$ cat config.mk
export PLATFORM = sky130hd
export DESIGN_NAME = mask_stim_gen_flat
export DESIGN_NICKNAME = d
export VERILOG_FILES = /design/src/rtl/mask_stim_gen_if.sv /design/src/rtl/mask_stim_gen.sv /design/src/flat_wrapper.sv
export SDC_FILE = /design/constraint.sdc
export NUM_CORES = 1
export LEC_CHECK = 0
export CORE_UTILIZATION = 33
export CTS_CLUSTER_DIAMETER = 150
export DETAILED_ROUTE_END_ITERATION = 8
export PLACE_DENSITY = 0.62
export RECOVER_POWER = 25
export SLEW_MARGIN = 20
export SYNTH_ARGS = -nofsm -noshare
export SYNTH_HDL_FRONTEND = slang
export SYNTH_SLANG_ARGS = --single-unit
$ cat constraint.sdc
create_clock -name clk -period 5.7 [get_ports clk]
set_clock_uncertainty 0.15 [all_clocks]
set_input_delay 1.425 -clock clk [delete_from_list [all_inputs] [get_ports clk]]
set_output_delay 1.425 -clock clk [all_outputs]
set_load 0.005 [all_outputs]
$ cat src/rtl/mask_stim_gen_if.sv
// ---------------------------------------------------------------------------
// mask_stim_gen_if
// Stream bundle between the stimulus generator and the 16-bit masking stage.
//   a_out     data word handed to the masking stage
//   mask_out  mask word handed to the masking stage
//   valid     a_out/mask_out hold a pair
//   ready     downstream accepts; a pair moves when valid & ready at clk edge
// Modports: master (generator side), slave (masking-stage side).
// ---------------------------------------------------------------------------
interface mask_stim_gen_if #(
  parameter int WIDTH = 16
);
  logic [WIDTH-1:0] a_out;
  logic [WIDTH-1:0] mask_out;
  logic             valid;
  logic             ready;

  modport master (output a_out, output mask_out, output valid, input ready);
  modport slave  (input a_out, input mask_out, input valid, output ready);
endinterface

$ cat src/rtl/mask_stim_gen.sv
// ---------------------------------------------------------------------------
// mask_stim_gen
// Hardware stimulus source for the masking stage (b = a & mask). Emits
// NUM_VECTORS biased pseudo-random (a, mask) pairs over a valid/ready stream.
// Each bit is 1 when a 4-bit nibble of a 32-bit Galois LFSR is >= THRESH.
//
// Ports:
//   clk        in   1      rising-edge clock
//   rst        in   1      asynchronous reset, active high
//   start      in   1      begins a run when sampled in IDLE or DONE
//   stream     master      a_out / mask_out / valid out, ready in
//   busy       out  1      high while generating or presenting a pair
//   done       out  1      high once the run has finished
//   vec_count  out  32     pairs transferred in the current run
//   sig_out    out  WIDTH  rotate-xor signature of a_out & mask_out
//                          (present only with MASK_STIM_SIG_EN defined)
//
// Optional feature macro: MASK_STIM_SIG_EN (adds sig_out and its logic).
// ---------------------------------------------------------------------------
module mask_stim_gen #(
  parameter int          WIDTH       = 16,
  parameter logic [31:0] NUM_VECTORS = 32'd20000,
  parameter logic [31:0] SEED        = 32'hACE11234,
  parameter int          THRESH      = 10
) (
  input  logic                 clk,
  input  logic                 rst,
  input  logic                 start,
  mask_stim_gen_if.master      stream,
  output logic                 busy,
  output logic                 done,
  output logic [31:0]          vec_count
`ifdef MASK_STIM_SIG_EN
  ,
  output logic [WIDTH-1:0]     sig_out
`endif
);

  // A zero seed would lock the LFSR at zero forever.
  localparam logic [31:0] SEED_EFF = (SEED == 32'h0) ? 32'h1 : SEED;
  localparam logic [31:0] POLY     = 32'h80200003;
  // Five bits so THRESH = 16 (never true) can be expressed.
  localparam logic [4:0]  THRESH_5 = 5'(THRESH);
  localparam int          CNT_W    = $clog2(WIDTH + 1);
  localparam logic [CNT_W-1:0] LAST_BIT = CNT_W'(WIDTH - 1);

  typedef enum logic [1:0] {
    S_IDLE,
    S_GEN,
    S_VALID,
    S_DONE
  } state_t;

  state_t           state;
  state_t           state_next;
  logic [31:0]      lfsr;
  logic [31:0]      lfsr_next;
  logic [CNT_W-1:0] bit_cnt;
  logic [WIDTH-1:0] shadow_a;
  logic [WIDTH-1:0] shadow_m;
  logic [WIDTH-1:0] shadow_a_next;
  logic [WIDTH-1:0] shadow_m_next;
  logic             a_bit;
  logic             m_bit;
  logic             last_bit;
  logic             xfer;
  logic             start_accept;
  logic [31:0]      count_inc;
  logic             last_vec;

  assign last_bit     = (bit_cnt == LAST_BIT);
  assign xfer         = (state == S_VALID) && stream.ready;
  assign start_accept = start && ((state == S_IDLE) || (state == S_DONE));
  assign count_inc    = vec_count + 32'd1;
  assign last_vec     = (count_inc == NUM_VECTORS);

  // Right-shifting Galois step; the feedback taps are xored in when the
  // bit shifted out is 1.
  assign lfsr_next = {1'b0, lfsr[31:1]} ^ (lfsr[0] ? POLY : 32'h0);

  // Bits are decided from the pre-advance LFSR value and shifted in from
  // the top, so the bit of GEN cycle 0 ends up in bit 0 after WIDTH cycles.
  assign a_bit         = ({1'b0, lfsr[3:0]} >= THRESH_5);
  assign m_bit         = ({1'b0, lfsr[7:4]} >= THRESH_5);
  assign shadow_a_next = {a_bit, shadow_a[WIDTH-1:1]};
  assign shadow_m_next = {m_bit, shadow_m[WIDTH-1:1]};

  always_ff @(posedge clk or posedge rst) begin
    if (rst) begin
      state <= S_IDLE;
    end else begin
      state <= state_next;
    end
  end

  always_comb begin
    state_next   = state;
    stream.valid = 1'b0;
    busy         = 1'b0;
    done         = 1'b0;
    case (state)
      S_IDLE: begin
        if (start) state_next = S_GEN;
      end
      S_GEN: begin
        busy = 1'b1;
        if (last_bit) state_next = S_VALID;
      end
      S_VALID: begin
        busy         = 1'b1;
        stream.valid = 1'b1;
        if (stream.ready) state_next = last_vec ? S_DONE : S_GEN;
      end
      S_DONE: begin
        done = 1'b1;
        if (start) state_next = S_GEN;
      end
      default: state_next = S_IDLE;
    endcase
  end

  // Datapath: the LFSR only moves in GEN, and the visible pair is loaded
  // just once per vector so it stays frozen while valid is high.
  always_ff @(posedge clk or posedge rst) begin
    if (rst) begin
      lfsr            <= SEED_EFF;
      bit_cnt         <= '0;
      shadow_a        <= '0;
      shadow_m        <= '0;
      stream.a_out    <= '0;
      stream.mask_out <= '0;
      vec_count       <= 32'd0;
    end else begin
      if (state == S_GEN) begin
        lfsr     <= lfsr_next;
        shadow_a <= shadow_a_next;
        shadow_m <= shadow_m_next;
        if (last_bit) begin
          bit_cnt         <= '0;
          stream.a_out    <= shadow_a_next;
          stream.mask_out <= shadow_m_next;
        end else begin
          bit_cnt <= bit_cnt + 1'b1;
        end
      end
      if (start_accept) begin
        vec_count <= 32'd0;
      end else if (xfer) begin
        vec_count <= count_inc;
      end
    end
  end

`ifdef MASK_STIM_SIG_EN
  // Rotate-left then fold in the masked word of every transferred pair.
  always_ff @(posedge clk or posedge rst) begin
    if (rst) begin
      sig_out <= '0;
    end else if (start_accept) begin
      sig_out <= '0;
    end else if (xfer) begin
      sig_out <= {sig_out[WIDTH-2:0], sig_out[WIDTH-1]} ^
                 (stream.a_out & stream.mask_out);
    end
  end
`endif

endmodule

$ cat src/flat_wrapper.sv
// flat-port wrapper written by rule: the top's interface ports become plain ports
module mask_stim_gen_flat 
#(
  parameter int          WIDTH       = 16,
  parameter logic [31:0] NUM_VECTORS = 32'd20000,
  parameter logic [31:0] SEED        = 32'hACE11234,
  parameter int          THRESH      = 10
)
  (clk, rst, start, busy, done, vec_count, stream_a_out, stream_mask_out, stream_valid, stream_ready);
  mask_stim_gen_if #(.WIDTH(WIDTH)) stream_i ();
  input  logic clk;
  input  logic rst;
  input  logic start;
  output logic busy;
  output logic done;
  output logic [31:0] vec_count;
  output wire logic [$bits(stream_i.a_out)-1:0] stream_a_out;
  output wire logic [$bits(stream_i.mask_out)-1:0] stream_mask_out;
  output wire logic [$bits(stream_i.valid)-1:0] stream_valid;
  input wire logic [$bits(stream_i.ready)-1:0] stream_ready;
  assign stream_a_out = stream_i.a_out;
  assign stream_mask_out = stream_i.mask_out;
  assign stream_valid = stream_i.valid;
  assign stream_i.ready = stream_ready;
  mask_stim_gen #(.WIDTH(WIDTH), .NUM_VECTORS(NUM_VECTORS), .SEED(SEED), .THRESH(THRESH)) u_core (.clk(clk), .rst(rst), .start(start), .stream(stream_i), .busy(busy), .done(done), .vec_count(vec_count));
endmodule
Yosys cells after proc, flatten, opt, wreduce, memory -nomap -nowiden
Cells that the tools add are included.
{"block": "totals", "latchBits": 0, "memories": 0, "register_bits": 135, "mem_bits_ro": 0, "ram_bits": 0, "input_bits": 4, "elab_cells": 42}
{"block": "op_classes", "n_shift": 0, "n_eq_ne": 8, "muxes": 12, "n_mul": 0, "n_div": 0, "n_reduce_logical": 9, "n_addsub": 2, "magnitude_cmp": 2, "n_bitwise": 1}
{"op": "2-to-1 mux 32 bit", "n": 3}
{"op": "adder 32 x 1 -> 32 bit, second input constant", "n": 1}
{"op": "== test 32 x 15 -> 1 bit, second input constant", "n": 1}
{"op": "XOR 31 x 32 -> 32 bit", "n": 1}
{"op": ">= comparator 4 bit, second input constant", "n": 2}
{"op": "2-to-1 mux 2 bit", "n": 4}
{"op": "case mux 2 bit (3 select lines)", "n": 1}
{"op": "adder 5 x 1 -> 5 bit, second input constant", "n": 1}
{"op": "== test 5 x 4 -> 1 bit, second input constant", "n": 1}
{"op": "2-to-1 mux 5 bit", "n": 1}
{"op": "== test 2 bit, second input constant", "n": 2}
{"op": "inequality test 2 x 1 -> 1 bit, second input constant", "n": 2}
{"op": "OR reduction 2 bit", "n": 2}
{"op": "2-to-1 mux 1 bit", "n": 3}
{"op": "AND reduction 3 bit", "n": 1}
{"op": "== test 2 x 1 -> 1 bit, second input constant", "n": 1}
{"op": "logical AND 1 bit", "n": 2}
{"op": "zero test 2 bit", "n": 1}
{"op": "inequality test 2 bit, second input constant", "n": 1}
{"op": "AND reduction 2 bit", "n": 1}
{"op": "nonzero test 2 bit", "n": 1}
{"op": "logical OR 1 bit", "n": 1}

Logic depth before layout (Yosys ltp)
Gate-level depths: netlist of run 1.
{"block": "depth", "ltp_word": 5, "ltp_mapped": 8, "ltp_nobuf": 8}

Worst setup path before layout of run 1
OpenSTA, ideal clock, no wires.
{"block": "synth_timing", "path_type": "input-to-reg", "start": "in start", "end": "reg u_core.state[1]", "path_slack_ns": 2.484, "arrival_time_ns": 2.975, "setup_ns": 0.092, "path_buffers": 0, "stages": 6, "cell_sequence": "inv_1 -> a222oi_1 -> o2111ai_1 -> a2111oi_0 -> or4b_4 -> o31ai_2"}
{"block": "synth_via", "elab_chain_cells": 2}
{"item": "from (decl)", "line": "flat_wrapper.sv:13", "text": "input logic start;"}
{"item": "inequality test 2 x 1 -> 1 bit (no source line)"}
{"item": "AND reduction 3 bit (no source line)"}
{"item": "to (signal assigned)", "line": "mask_stim_gen.sv:92", "text": "state <= state_next;"}
{"item": "to (decl)", "line": "mask_stim_gen.sv:54", "text": "state_t state;"}
No other way between the ends.
A chain may end at the register's enable or synchronous reset.

Worst setup path in the final report of run 1
{"block": "layout_timing", "start": "in stream_ready", "end": "reg u_core.state[1]"}
{"block": "layout_via", "elab_chain_cells": 2}
{"item": "from (decl)", "line": "flat_wrapper.sv:20", "text": "input wire logic [$bits(stream_i.ready)-1:0] stream_ready;"}
{"item": "inequality test 2 bit (no source line)"}
{"item": "AND reduction 3 bit (no source line)"}
No other way between the ends.

==> results of run 1 <==
## power by group through the flow
stage               clock network, mW  logic (mW)  registers (mW)
CTS                              1.10       0.638            1.25
detailed placement                  0       0.635            1.27
finish                           1.07       0.624            1.25
global placement                    0       0.613            1.26
floorplan                           0       0.498            1.23
global route                     1.15       0.692            1.28
## final cells by class
class / count / area (um^2) / area share
clock buffer: 18 / 429 / 0.0573
inverter: 11 / 46.3 / 0.00618
multi-input combinational: 320 / 2490 / 0.332
tap: 229 / 287 / 0.0382
sequential: 133 / 3340 / 0.446
clock inverter: 14 / 154 / 0.0205
timing repair buffer: 74 / 743 / 0.0992
## cells in the mapped netlist, drive strengths merged
cell       n
dfstp     13
nand4     19
a41oi      2
or2        1
nor3b      1
clkbuf    16
a31oi      2
nand4bb    1
ha         7
nor4b      1
nand2b     3
or4        1
and2       2
a211oi     2
o21a       1
o21ai     12
buf       10
xor2      23
a2111oi    2
nand2     28
nor4       7
nor2      46
nor3       6
or4b       1
dfrtp    120
mux2      87
xnor2     18
or3        4
a221o      1
a21oi      7
o2111ai    1
o31ai      3
a311oi     1
a222oi     1
and3       7
nand3     11
and4       3
nand4b     1
mux2i      7
inv       11
## per-layer routing
metal | share of wire | global-route usage | up-vias | wire, um
met5 | 0 | 0 | - | 0
met4 | 0.0069 | 0.0464 | 0 | 84
met3 | 0.051 | 0.0478 | 12 | 612
met2 | 0.49 | 0.235 | 91 | 5980
met1 | 0.45 | 0.170 | 1998 | 5440
li1 | - | - | 1860 | -
## worst min path at each step
| stage | cells past startpoint | slack, ns | to |
|---|---|---|---|
| finish | 2 | 0.34 | u_core.lfsr[21] |
| global placement | 2 | 0.33 | u_core.stream.mask_out[15] |
| detailed placement | 2 | 0.33 | u_core.stream.a_out[14] |
| global route | 2 | 0.36 | u_core.lfsr[21] |
| CTS | 2 | 0.34 | u_core.lfsr[21] |
| floorplan | 2 | 0.31 | u_core.lfsr[21] |
## cells by family after synthesis
family / count (synthesis) / share of synthesized area
compound gates: 35 / 0.0384
xor+xnor: 41 / 0.0596
fa+ha+maj: 7 / 0.0145
buf+inv: 37 / 0.0324
flops: 133 / 0.555
mux: 94 / 0.174
simple gates: 143 / 0.126
## through the flow
step                power, mW   util  std cells  hold slack, ns  worst slack [ns]
finish                   2.94  0.418        799           0.338              2.18
global route             3.12  0.418        799           0.364              2.00
CTS                      2.99  0.418        799           0.340              2.22
detailed placement       1.90  0.386        767           0.329              1.79
global placement         1.87  0.386        767           0.333              1.85
floorplan                1.73      -        490           0.315             0.592
## registers in the layout, summed over array words and instances (netlist names)
register and cells:
u_core.lfsr 32, u_core.stream.a_out 16, u_core.bit_cnt 5, u_core.vec_count 32, u_core.state 2, u_core.shadow_a 15
u_core.stream.mask_out 16, u_core.shadow_m 15
## critical path, delay by kind of cell
kind                   cells  cell delay (ns)
AOI/OAI and AO/OA          4             1.18
buffers and inverters      2             0.57
and+or+nand+nor            1             0.51
==> impl_metrics.yaml, run 1 <==
run_status:
  status: "finished clean"
setup_path:
  r2r_setup_slack_ns: 2.71
  cp.required_ns: 5.87
  r2r-end: "u_core.state[1]"
  cp.arrival_ns: 3.69
  startpoint: "stream_ready"
  r2r-start: "u_core.vec_count[8]"
  critPathMaxStageDelay_ns: 0.51
  critPathLaunchType: "input pin"
  crit_end: "u_core.state[1]"
  critPathCaptureType: "register"
  crit_type: "in2reg"
  crit_path_top_delay_cell: "clkdlybuf4s50_1"
  rr_worst_depth: 6
  crit_fanout: 4
  worstPathCellList: "clkdlybuf4s50_1 > inv_1 > a222oi_1 > o2111ai_1 > a2111oi_0 > or4b_4 > o31ai_2"
placement:
  gp_congestion: 0.853
  postPlaceCellArea_um2: 6910
  hpwl_um: 8100
  port_buffers: 70
sta:
  clock.fmax_ghz: 0.284
  setup_violations: 0
  drv_slew: 0
  finalCritPeriodShare: 0.617
  tightest_slew_ns: 0.919
  relSlewSlack: 0.388
  rsz0062_at_grt: "false"
  finalCriticalPeriod_ns: 3.52
  setup_tns_ns: 0
  hold_viol: 0
synth:
  syn_area_per_cell_um2: 12.3
  synth_top_area_cell: "dfrtp_1"
  ys_top_cells_by_area: "dfrtp_1 50%, mux2_2 16%, dfstp_2 5.7%, xor2_1 3.3%, nor2_1 2.9%"
  synth.cell_area_um2: 6030
  yosysWarnings: 0
  ys_seq_area_frac: 0.555
  ys_seq_elements: 133
  syn-num-nets: 501
  yosys.area.top_type_share: 0.498
  ys_types: 50
  synthCells: 490
global_route:
  grt.total_usage: 0.141
  grt_pass1_wl_um: 20600
  grt-ovfl-total: 0
  antenna_found_initial: 0
  grt_max_degree: 79
  grt_pass1_vias: 4122
clocking:
  cts_made_buffers: 17
  clock_path_buffers: 2
  holdBufCountCts: 0
  htreeDepth: 4
  clk_pin_slew_ns: 0.06
  ctsResizeCount: 0
  ctsRootBufferMaster: "clkbuf_16"
  clock_latency_ns: 0.41
  cts_sinks: 133
  cts_tree: "built"
  cts_setup_buffers: 0
power_and_ir_drop:
  peakVddDrop_mv: 0.365
  power_frac_seq: 0.425
  p_comb_frac: 0.212
  sw_frac_of_total: 0.281
  cellInternalPower_mw: 2.11
  clkPwrFrac: 0.363
  leakagePower_nw: 3.26
  powerDensity_nw_per_um2: 392
  switching_power_uw: 826
drt:
  drt_iter0_markers: 244
  dr.pass1.iters: 4
  vias_per_cell: 4.96
  route.detailed.drc: 0
  drtAntennaViolNets: 0
  totalWireLength_um: 12100
  vias: 3961
  post_drt_wl_per_cell_um: 15.2
finish:
  num_antenna_cells: 0
  drive_above_1_share: 0.258
  layout_commonest_cell: "dfrtp_1"
  fin_nets: 568
  n_fill_cell: 1725
  most-common-layout-cells: "120 x dfrtp_1, 87 x mux2_2, 69 x clkdlybuf4s50_1"
  synthToLayoutAreaGrowth_pct: 24.3
  stdcell_area_um2: 7490
worst_hold_path:
  min_from: "u_core.lfsr[21]"
  hold_path.class: "reg2reg"
floorplan:
  fp.coreArea_um2: 17900
  num_rows: 49
  io_pins: 71
  die_h_um: 137
  die_area_um2: 18800
  chipWidth_um: 137
  floorplan.initialDensity: 0.337
job:
  drv_cap: 0
Note: power is estimated with default switching activity, not from simulation.
==> run 2, diff against run 1 <==
==> constraint.sdc (replaced) <==
create_clock -name clk -period 3.6 [get_ports clk]
set_clock_uncertainty 0.15 [all_clocks]
set_input_delay 0.9 -clock clk [delete_from_list [all_inputs] [get_ports clk]]
set_output_delay 0.9 -clock clk [all_outputs]
set_load 0.005 [all_outputs]
==> run 2 against run 1 <==
The run now ends with capacitance limit left. Setup slack worse by 1.6 ns. Critical path depth shrank 1. Register-to-register slack lost 2.1 ns. Power is 64% higher. Hold slack lost 0.0019 ns. Cell count increased by 0.63%. Combinational power grew 60%. Highest routed layer unchanged.
==> impl_metrics.yaml, run 2 (synthesis results as in run 1) <==
drt:
  vias_per_cell: 4.93
  post_drt_wl_per_cell_um: 14.7
  vias: 3964
  route.detailed.drc: 0
  drtAntennaViolNets: 0
  totalWireLength_um: 11800
  drt_iter0_markers: 297
  dr.pass1.iters: 4
sta:
  setup_ws_ns: 0.562
  clock.fmax_ghz: 0.329
  finalCritPeriodShare: 0.844
  relSlewSlack: 0.00960
  rsz0062_at_grt: "false"
  drv_slew: 0
  tightest_slew_ns: 1.48
  setup_violations: 0
  finalCriticalPeriod_ns: 3.04
  hold_viol: 0
  setup_tns_ns: 0
setup_path:
  cp.arrival_ns: 3.20
  critPathCaptureType: "register"
  crit_buf_inv: 0
  crit_type: "reg2reg"
  worstPathCellList: "nand4_2 > nor4_1 > o21ai_0 > a2111oi_0 > or4b_4 > o31ai_2"
  critPathLaunchType: "register"
  crit_fanout: 9
  cp_top_family: "simple AND/OR/NAND/NOR gates"
  critPathMaxStageDelay_ns: 0.70
  cp.required_ns: 3.76
  crit_path_top_delay_cell: "nor4_1"
power_and_ir_drop:
  leakagePower_nw: 3.32
  powerDensity_nw_per_um2: 633
  p_comb_frac: 0.209
  switching_power_mw: 1.30
  sw_frac_of_total: 0.270
  peakVddDrop_mv: 0.324
  cellInternalPower_mw: 3.51
  finalPower_mw: 4.81
  power_frac_seq: 0.412
  clkPwrFrac: 0.380
finish:
  largestRegisters: "u_core.lfsr x32, u_core.vec_count x32"
  synthToLayoutAreaGrowth_pct: 25.9
  most-common-layout-cells: "120 x dfrtp_1, 87 x mux2_2, 69 x clkdlybuf4s50_1"
  drive_above_1_share: 0.264
  fin_util: 0.424
  num_antenna_cells: 0
  fin_nets: 573
  final_cells: 804
  layout_commonest_cell: "dfrtp_1"
clocking:
  holdBufCountCts: 0
  cts_made_buffers: 17
  clock_path_buffers: 2
  cts_sinks: 133
  ctsRootBufferMaster: "clkbuf_16"
  cts_tree: "built"
  clock_latency_ns: 0.41
  clk_pin_slew_ns: 0.06
  htreeDepth: 4
  cts_setup_buffers: 0
  ctsResizeCount: 0
placement:
  port_buffers: 70
  hpwl_um: 8200
  placed_cells_incl_taps: 772
  gp_congestion: 0.947
  place_ws_ns: 0.421
global_route:
  grt.total_usage: 0.137
  grt_pass1_vias: 3910
  grt_max_degree: 72
  grt-ovfl-total: 0
  antenna_found_initial: 0
  grt_pass1_wl_um: 19900
run_status:
  status: "finished, violations left"
  violations: "capacitance limit"
floorplan:
  die_h_um: 137
  fp.coreArea_um2: 17900
  die_area_um2: 18800
  chipWidth_um: 137
  io_pins: 71
  floorplan.initialDensity: 0.337
  num_rows: 49
worst_hold_path:
  hold_path.class: "reg2reg"
job:
  drv_cap: 1
[run 2: layer usage]
metal	vias to the layer above	GRT usage	routed length [um]
met4	0	0.0562	234
met3	22	0.0381	512
met2	101	0.217	5780
li1	1874	-	-
met5	-	0	0
met1	1967	0.176	5290
[run 2: worst paths after layout]
check | endpoint | depth (start not counted) | start | slack (ns)
min in group asynchronous | u_core.shadow_m[1] | 2 | rst | 1.14
max reg2reg | u_core.state[1] | 6 | u_core.vec_count[2] | 0.56
min | u_core.stream.mask_out[14] | 2 | u_core.stream.mask_out[14] | 0.34
max | u_core.state[1] | 6 | u_core.vec_count[2] | 0.56
min reg2reg | u_core.stream.mask_out[14] | 2 | u_core.stream.mask_out[14] | 0.34
max in group asynchronous | u_core.lfsr[5] | 3 | rst | 1.21
[run 2: layout make-up]
cell class              instances  area (um^2)
fillers                      1677        10300
flip-flops and latches        133         3340
multi-input cells             320         2490
repair buffers                 79          793
clock buffers                  19          433
well taps                     229          287
clock inverters                13          198
inverters                      11         42.5
[run 2: worst reg2reg max path, delay by kind of cell, from the launching register on]
family | cells | cell delay, ns
compound gates | 3 | 0.79
simple gates | 3 | 1.48
flops | 1 | 0.53
[run 2: per-stage QoR]
step | hold slack (ns) | cell area, um^2
5_1_grt | 0.369 | 7590
3_3_place_gp | 0.322 | 6960
3_5_place_dp | 0.326 | 6960
4_1_cts | 0.345 | 7590
6_report | 0.336 | 7590
2_1_floorplan | 0.315 | 6030
[run 2: power by group through the flow]
stage / logic [mW] / registers [mW] / clock network (mW)
global route: 1.12 / 2.01 / 1.95
CTS: 1.03 / 1.98 / 1.88
global placement: 0.987 / 1.99 / 0
finish: 1.00 / 1.98 / 1.82
detailed placement: 1.02 / 2.01 / 0
floorplan: 0.788 / 1.95 / 0
